<file path="config.mk">
export PLATFORM = sky130hd
export DESIGN_NAME = osd_regaccess_router
export DESIGN_NICKNAME = d
export VERILOG_FILES = /design/src/rtl/osd_regaccess_pkg.sv /design/src/rtl/osd_regaccess_decode.sv /design/src/rtl/osd_regaccess_router.sv
export SDC_FILE = /design/constraint.sdc
export NUM_CORES = 1
export LEC_CHECK = 0
export ABC_AREA = 1
export BUFFER_PORTS_ARGS = -buffer_cell sky130_fd_sc_hd__buf_2
export CAP_MARGIN = 25
export CORE_ASPECT_RATIO = 0.6
export CORE_MARGIN = 2
export CORE_UTILIZATION = 48
export DETAILED_ROUTE_END_ITERATION = 8
export PLACE_DENSITY = 0.79
export SETUP_SLACK_MARGIN = 0.15
export SLEW_MARGIN = 0
export SYNTH_ARGS = -nofsm -noshare
export SYNTH_HDL_FRONTEND = slang
export SYNTH_SLANG_ARGS = --single-unit
</file>
<file path="constraint.sdc">
create_clock -name clk -period 3.1 [get_ports clk]
set_input_delay 0.465 -clock clk [delete_from_list [all_inputs] [get_ports clk]]
set_output_delay 0.465 -clock clk [all_outputs]
set_load 0.02 [all_outputs]
</file>
<file path="src/rtl/osd_regaccess_pkg.sv">
// Shared types for the register-access path between the status/control
// interface and the local register routers.
package osd_regaccess_pkg;

  localparam logic [1:0] REQ_SIZE_16 = 2'b01;
  localparam logic [1:0] REQ_SIZE_32 = 2'b10;
  localparam logic [1:0] REQ_SIZE_64 = 2'b11;

  typedef enum logic [1:0] {
    ST_IDLE = 2'd0,
    ST_FWD  = 2'd1,
    ST_RESP = 2'd2
  } regacc_state_t;

endpackage

</file>
<file path="src/rtl/osd_regaccess_decode.sv">
// Address window decode: maps a 16-bit register address to a slave index
// and an offset inside that slave's window.
module osd_regaccess_decode #(
  parameter int          NUM_SLAVES = 4,
  parameter logic [15:0] BASE_ADDR  = 16'h0200,
  parameter int          WIN_BITS   = 4
) (
  input  logic [15:0]         addr,
  output logic                hit,
  output logic [2:0]          idx,
  output logic [WIN_BITS-1:0] offset
);

  localparam logic [15:0] NUM_SLAVES_W = 16'(NUM_SLAVES);

  logic [15:0] diff;
  logic [15:0] idx_full;

  // Unsigned compare guards the subtraction, so addresses below the base never wrap into a window.
  always_comb begin
    diff     = addr - BASE_ADDR;
    idx_full = diff >> WIN_BITS;
    hit      = (addr >= BASE_ADDR) && (idx_full < NUM_SLAVES_W);
    idx      = idx_full[2:0];
    offset   = addr[WIN_BITS-1:0];
  end

endmodule

</file>
<file path="src/rtl/osd_regaccess_router.sv">
// Routes the upstream register request to one of NUM_SLAVES register banks,
// with per-access timeout and exactly one ack/err per accepted request.
module osd_regaccess_router
  import osd_regaccess_pkg::*;
#(
  parameter int          NUM_SLAVES = 4,
  parameter logic [15:0] BASE_ADDR  = 16'h0200,
  parameter int          WIN_BITS   = 4,
  parameter int          TIMEOUT    = 256
) (
  input  logic                     clk,
  input  logic                     rst,
  input  logic                     reg_request,
  input  logic                     reg_write,
  input  logic [15:0]              reg_addr,
  input  logic [1:0]               reg_size,
  input  logic [15:0]              reg_wdata,
  output logic                     reg_ack,
  output logic                     reg_err,
  output logic [15:0]              reg_rdata,
  output logic [NUM_SLAVES-1:0]    slv_request,
  output logic                     slv_write,
  output logic [WIN_BITS-1:0]      slv_addr,
  output logic [15:0]              slv_wdata,
  input  logic [NUM_SLAVES-1:0]    slv_ack,
  input  logic [NUM_SLAVES-1:0]    slv_err,
  input  logic [16*NUM_SLAVES-1:0] slv_rdata,
  output logic                     busy
);

  localparam logic [15:0] CNT_LAST = 16'(TIMEOUT - 1);

  regacc_state_t state, state_n;
  logic [15:0]         cnt, cnt_n;
  logic                err_q, err_n;
  logic [2:0]          sel;
  logic [15:0]         rdata_q;
  logic                load, cap;

  logic                dec_hit;
  logic [2:0]          dec_idx;
  logic [WIN_BITS-1:0] dec_offset;

  logic [NUM_SLAVES-1:0] sel_onehot;
  logic                  sel_ack, sel_err;
  logic [15:0]           sel_rdata;

  osd_regaccess_decode #(
    .NUM_SLAVES (NUM_SLAVES),
    .BASE_ADDR  (BASE_ADDR),
    .WIN_BITS   (WIN_BITS)
  ) u_decode (
    .addr   (reg_addr),
    .hit    (dec_hit),
    .idx    (dec_idx),
    .offset (dec_offset)
  );

  // Selected-slave view of the downstream handshake
  always_comb begin
    sel_onehot = NUM_SLAVES'(1) << sel;
    sel_ack    = |(slv_ack & sel_onehot);
    sel_err    = |(slv_err & sel_onehot);
    sel_rdata  = 16'h0;
    for (int i = 0; i < NUM_SLAVES; i++) begin
      if (sel == 3'(i)) sel_rdata = slv_rdata[16*i +: 16];
    end
  end

  always_comb begin
    state_n = state;
    cnt_n   = cnt;
    err_n   = err_q;
    load    = 1'b0;
    cap     = 1'b0;
    case (state)
      ST_IDLE: begin
        if (reg_request) begin
          load = 1'b1;
          if (!dec_hit || reg_size != REQ_SIZE_16) begin
            err_n   = 1'b1;
            state_n = ST_RESP;
          end else begin
            err_n   = 1'b0;
            cnt_n   = 16'h0;
            state_n = ST_FWD;
          end
        end
      end
      ST_FWD: begin
        // Upstream abort takes priority over anything the slave does this cycle.
        if (!reg_request) begin
          state_n = ST_IDLE;
        end else if (sel_err) begin
          err_n   = 1'b1;
          state_n = ST_RESP;
        end else if (sel_ack) begin
          err_n   = 1'b0;
          cap     = 1'b1;
          state_n = ST_RESP;
        end else if (cnt == CNT_LAST) begin
          err_n   = 1'b1;
          state_n = ST_RESP;
        end else begin
          cnt_n = cnt + 16'h1;
        end
      end
      ST_RESP: state_n = ST_IDLE;
      default: state_n = ST_IDLE;
    endcase
  end

  always_ff @(posedge clk) begin
    if (rst) begin
      state     <= ST_IDLE;
      cnt       <= 16'h0;
      err_q     <= 1'b0;
      sel       <= 3'h0;
      slv_write <= 1'b0;
      slv_addr  <= '0;
      slv_wdata <= 16'h0;
    end else begin
      state <= state_n;
      cnt   <= cnt_n;
      err_q <= err_n;
      if (load) begin
        sel       <= dec_idx;
        slv_write <= reg_write;
        slv_addr  <= dec_offset;
        slv_wdata <= reg_wdata;
      end
    end
  end

  // Captured read data is only visible while gated by RESP, so it needs no reset.
  always_ff @(posedge clk) begin
    if (cap) rdata_q <= sel_rdata;
  end

  always_comb begin
    busy        = (state != ST_IDLE);
    reg_ack     = (state == ST_RESP) && !err_q;
    reg_err     = (state == ST_RESP) && err_q;
    reg_rdata   = (reg_ack && !slv_write) ? rdata_q : 16'h0;
    slv_request = (state == ST_FWD) ? sel_onehot : '0;
  end

endmodule

</file>
Word-level counts from Yosys, hierarchy flattened
Cells that the tools add are included.

storage, ports and cells
  bits in registers = 59
  input port bits = 110
  output and inout port bits = 44
  word-level logic and storage cells = 80

operators by class
  add/subtract/negate cells = 2
  order comparisons = 2
  equal/unequal tests = 15
  shifts and indexed selects = 1
  muxes and demuxes = 33
  bitwise operators = 2
  reductions and logical operators = 17

operators by type and width
  operator                                                                                count
  16-bit two-way mux                                                                      11
  16-bit case mux with 2 select lines                                                     1
  16-bit by 1-bit adder with 16-bit output (second input constant)                        1
  16-bit by 8-bit == test with 1-bit output (second input constant)                       1
  16-bit by 10-bit greater-or-equal comparator with 1-bit output (second input constant)  1
  16-bit by 10-bit subtractor with 16-bit output (second input constant)                  1
  12-bit by 3-bit < comparator with 1-bit output (second input constant)                  1
  1-bit two-way mux                                                                       12
  2-bit two-way mux                                                                       6
  2-bit inequality test (second input constant)                                           6
  4-bit AND                                                                               2
  4-bit OR reduction                                                                      2
  7-bit AND reduction                                                                     1
  3-bit by 2-bit == test with 1-bit output (second input constant)                        2
  5-bit inequality test (second input constant)                                           1
  1-bit logical AND                                                                       4
  4-bit two-way mux                                                                       1
  4-bit inequality test (second input constant)                                           1
  2-bit case mux with 2 select lines                                                      1
  4-bit AND reduction                                                                     1
  2-bit nonzero test                                                                      2
  1-bit by 3-bit left shift with 4-bit output (first input constant)                      1
  3-bit by 1-bit == test with 1-bit output (second input constant)                        1
  1-bit zero test                                                                         3
  other kinds (8)                                                                         8

Depth between registers and ports, before layout
  word-level depth = 8
  mapped depth = 12
  mapped depth without buffers = 10

Modules after synthesis
Synthesis repeated with hierarchy kept, for this count alone.

second synthesis, totals
  cells, all modules = 518
  area total of the unflattened synthesis = 3494.6 µm²

modules (own cells, without submodules)
  module                times used  cells an instance  area an instance (µm²)
  osd_regaccess_router  1           490                3353.2
  osd_regaccess_decode  1           28                 141.4

Worst setup path before layout
Ideal clock, no wire load.

  path type = reg2reg
  start point = register sel[0]
  end point = register rdata_q[0] (enable)
  arrival = 2158 ps
  path slack = 533 ps
  stages on the path, launching flop included = 10
  buffers on the path = 2
  clock period less this slack = 2567 ps
  cells stage by stage = dfxtp_1 > buf_6 > nor2_4 > buf_6 > nand3_1 > o21ai_2 > inv_1 > nand2_1 > nand2_1 > nor3_1

between the ends
  longest elaborated chain between the ends = 7
  elaborated cells on any way between the ends = 9
  those cells by class = shift (1); mux (4); bitwise (2); reduce/logical (2)

ends and longest elaborated chain
  element                                          RTL line                     RTL
  from (decl)                                      osd_regaccess_router.sv:36   logic [2:0] sel;
  from (signal assigned)                           osd_regaccess_router.sv:127  sel <= dec_idx;
  1-bit by 3-bit left shift with 4-bit output (*)  osd_regaccess_router.sv:61   sel_onehot = NUM_SLAVES'(1) << sel;
  4-bit AND                                        osd_regaccess_router.sv:62   sel_ack = |(slv_ack & sel_onehot);
  4-bit OR reduction                               osd_regaccess_router.sv:62
  1-bit two-way mux                                osd_regaccess_router.sv:97   end else if (sel_ack) begin
  1-bit two-way mux (*)                            osd_regaccess_router.sv:94   end else if (sel_err) begin
  1-bit two-way mux (*)                            osd_regaccess_router.sv:92   if (!reg_request) begin
  1-bit two-way mux (*)                            osd_regaccess_router.sv:76   case (state)
  via cap                                          osd_regaccess_router.sv:38   logic load, cap;
  to (signal assigned)                             osd_regaccess_router.sv:137  if (cap) rdata_q <= sel_rdata;
  to (decl)                                        osd_regaccess_router.sv:37   logic [15:0] rdata_q;

Mark *: on every way through the listed nets, which the timed path passes. The rest lies on a longest branch.
A chain may end at the register's enable or synchronous reset.

Worst setup path after layout
  start point = register state[1]
  end point = output reg_rdata[14]

between the ends
  longest elaborated chain between the ends = 4

ends and longest elaborated chain
  element                 RTL line                     RTL
  from (decl)             osd_regaccess_router.sv:33   regacc_state_t state, state_n;
  from (signal assigned)  osd_regaccess_router.sv:123  state <= state_n;
  2-bit == test           osd_regaccess_router.sv:142  reg_ack = (state == ST_RESP) && !err_q;
  1-bit logical AND       osd_regaccess_router.sv:142
  1-bit logical AND       osd_regaccess_router.sv:144  reg_rdata = (reg_ack && !slv_write) ? rdata_q : 16'h0;
  16-bit two-way mux      osd_regaccess_router.sv:144
  to (decl)               osd_regaccess_router.sv:20   output logic [15:0] reg_rdata,

No other way between the ends.

==> impl_metrics.yaml <==
outcome:
  run_status: "finished with violations"
  failed_checks: "DRC"
clock_network:
  postCtsHoldBufs: 0
  htree_num_levels: 3
  cts_sinks: 59
  clk_pin_slew_worst_paths_ns: 0.06
  postCtsSetupRepairBufs: 0
  insertion_delay_ns: 0.34
  cts_buf_count: 9
  cts_tree: "yes"
  clk_path_buf_depth: 2
  cts_resized: 0
  cts-root-buf: "sky130_fd_sc_hd__clkbuf_16"
power_and_ir_drop:
  p_leak_nw: 2.142
  totalPowerFinal_mw: 2.310
  internal_power_mw: 1.703
  seq_pwr_share: 0.367
  comb_power_share: 0.149
  power_density_nw_per_um2: 508.0
  p_clk_frac: 0.484
  power.net_switching_uw: 607.1
  switching_share: 0.2629
  peakVddDrop_mv: 0.3103
global_routing:
  overflow: 0
  grt_antenna_before_repair: 0
  first_global_vias: 3517
  largest_net_degree_at_the_start_of_global_routing: 28
  grt_usage: 0.2555
  grt_first_pass_wirelength_um: 16230
worst_setup_path:
  worst_ep_required_time_ns: 2.63
  worst_ep_arrival_ns: 1.94
  end_kind: "output pin"
  reg2reg_launch_point: "sel[1]"
  setup.worst_path.start_class: "flip-flop"
  critical_path_class: "flip-flop to output pin"
  worst_setup_startpoint: "state[1]"
  maximum_fanout_along_the_worst_path: 16
placement:
  hpwl_um: 7200
  port_buffers: 153
  dp_cells: 702
  gpl.final_weighted_congestion: 0.9150
sta:
  worst_clock_skew_ns: 0.007272
  setup_viol: 0
  rsz0062_at_grt: "no"
  post-route-period-util: 0.7747
  worstMarginPinSlew_ns: 0.6831
  finalHoldViolations: 0
  worst_slew_margin_rel: 0.5418
  final_max_slew_viol_count: 0
  accumulated_negative_setup_slack_ns: 0
  maximum_frequency_from_static_timing_analysis_ghz: 0.4164
  final.min_clock_period_ns: 2.402
route:
  postRouteAntennaNets: 0
  average_routed_wire_per_standard_cell_um: 13.89
  detail_route.drc_violations: 12
  finalWirelength_um: 9972
  drtPass1Iterations: 7
  routed_via_density: 5.194
  detail_route.iter0.violations: 296
  vias_post_dr: 3729
synthesis:
  ys_ff_latch: 59
  post_synth.cell_area_avg_um2: 7.133
  synth.cell_area_um2: 3431
  synth_seq_area_share: 0.3910
  ys_types: 35
  ys_warn_count: 0
  number_of_flops_mapped_to_enable_cells_by_yosys: 16
  main_synth_ff_type: "sky130_fd_sc_hd__dfxtp_1"
  syn_nets: 593
  async_sr_flop_fraction: 0
  syn_inst: 481
floorplanning:
  design.die.area_um2: 7862
  floorplan.die.height_um: 69.49
  fp-row-count: 23
  initial_core_util: 0.5052
  die_width_um: 113.1
  number_of_primary_i_o_pins: 154
  floorplan.core_area_um2: 6792
cells_and_area:
  ff_latch_area_um2: 1341
  multi_input_gate_area_in_the_final_layout_um2: 1744
  layoutNonFillerInstCount: 718
  finish.net_count: 738
  antenna_cells_inserted: 0
  area_growth_syn_to_layout_pct: 32.53
  nFillCells: 562
  drive_above_1_share: 0.3328
hold_path:
  hold_class: "input port to flip-flop"
  hold_path_startpoint: "reg_wdata[14]"
flow_run:
  cap_violations: 0
flip-flops by register name (all words and copies together) (netlist names):
signal / count
slv_write: 1
err_q: 1
cnt: 16
sel: 3
slv_wdata: 16
rdata_q: 16
slv_addr: 4
state: 2
cell usage after synthesis, types with 2 or more instances:
library cell                number  area share
sky130_fd_sc_hd__nand2_4         2      0.0066
sky130_fd_sc_hd__edfxtp_1       16        0.14
sky130_fd_sc_hd__nand4_4         2       0.012
sky130_fd_sc_hd__a21oi_2         9       0.023
sky130_fd_sc_hd__clkbuf_1       15       0.016
sky130_fd_sc_hd__nand2_2        10       0.018
sky130_fd_sc_hd__ha_1            2      0.0073
sky130_fd_sc_hd__inv_1          54       0.059
sky130_fd_sc_hd__o21ai_1         2      0.0029
sky130_fd_sc_hd__nor3_1          7       0.010
sky130_fd_sc_hd__xnor2_1         3      0.0077
sky130_fd_sc_hd__o2111ai_1      16       0.041
sky130_fd_sc_hd__buf_1           2      0.0022
sky130_fd_sc_hd__o21ai_2         2      0.0051
sky130_fd_sc_hd__nor2_1        103        0.11
sky130_fd_sc_hd__inv_2           5      0.0055
sky130_fd_sc_hd__nand3_1        43       0.063
sky130_fd_sc_hd__nand2_1        81       0.089
sky130_fd_sc_hd__o21ai_0        24       0.035
sky130_fd_sc_hd__nor2_4          2      0.0066
sky130_fd_sc_hd__nand3_2         3      0.0088
sky130_fd_sc_hd__nand4_1         4      0.0073
sky130_fd_sc_hd__xor2_1          7       0.018
sky130_fd_sc_hd__buf_6           3      0.0098
sky130_fd_sc_hd__dfxtp_1        43        0.25
sky130_fd_sc_hd__a21oi_1        12       0.018
routing by layer:
| layer | track usage | share of wire |
|---|---|---|
| met1 | 0.3410 | 0.44 |
| met2 | 0.3912 | 0.44 |
| met3 | 0.09441 | 0.10 |
| met4 | 0.06911 | 0.018 |
| met5 | 0 | 0 |
placed cells by master (no fill, tap or decap), drive strengths merged:
| cell | n |
|---|---|
| a21oi | 21 |
| inv | 61 |
| bufinv | 1 |
| nand3 | 46 |
| clkinv | 1 |
| o21bai | 1 |
| nor3 | 7 |
| nor2 | 107 |
| buf | 156 |
| nor4 | 1 |
| nand4 | 6 |
| xor2 | 7 |
| o2111ai | 16 |
| edfxtp | 16 |
| xnor2 | 3 |
| clkinvlp | 1 |
| nand3b | 1 |
| o21ai | 28 |
| clkbuf | 12 |
| and2 | 1 |
| nand2 | 93 |
| ha | 2 |
| dfxtp | 43 |
logic make-up after synthesis:
family	count (synthesis)	share of synthesized area
AOI/OAI and AO/OA	66	0.1266
xor gates and xnor gates	10	0.02553
adders and majority gates	2	0.007293
buffers and inverters	82	0.1021
DFF	59	0.3910
and+or+nand+nor	262	0.3476
worst max-delay path, cell delays in order (launching register included):
cell,delay [ns]
sky130_fd_sc_hd__dfxtp_1,0.35
sky130_fd_sc_hd__inv_1,0.07
sky130_fd_sc_hd__nor3_1,0.28
sky130_fd_sc_hd__nand2_1,0.45
sky130_fd_sc_hd__nor2_1,0.24
sky130_fd_sc_hd__buf_2,0.20
cell type report:
class | count | area share
flip-flops and latches | 59 | 0.2950
multi-input cells | 340 | 0.3836
inverters | 60 | 0.04953
clock buffers | 12 | 0.06357
repair buffers | 156 | 0.1734
well taps | 87 | 0.02394
clock inverters | 4 | 0.01101
through the flow:
step / hold slack, ns / setup slack, ns / utilization / area (µm²)
2_1_floorplan: 0.4503 / 0.5331 / - / 3431
3_3_place_gp: 0.4558 / 0.7958 / 0.6196 / 4208
3_5_place_dp: 0.4654 / 0.7183 / 0.6196 / 4208
4_1_cts: 0.3480 / 0.6873 / 0.6695 / 4547
5_1_grt: 0.3536 / 0.4828 / 0.6695 / 4547
6_report: 0.3490 / 0.6983 / 0.6695 / 4547
power by group through the flow:
stage / Combinational, mW / Sequential, mW / Clock (mW)
after CTS: 0.347 / 0.846 / 1.12
after detailed placement: 0.345 / 0.861 / 0
after floorplan: 0.185 / 0.886 / 0
final: 0.345 / 0.847 / 1.12
after global routing: 0.380 / 0.850 / 1.15
after global placement: 0.338 / 0.861 / 0
final timing paths:
check | end | slack [ns] | depth (start not counted)
worst max-delay path | reg_rdata[14] | 0.70 | 5
worst min-delay path | slv_wdata[14] | 0.35 | 3
worst max register to register | rdata_q[8] | 0.72 | 8
worst min register to register | slv_write | 0.48 | 2
(Power assumes the default switching activity.)
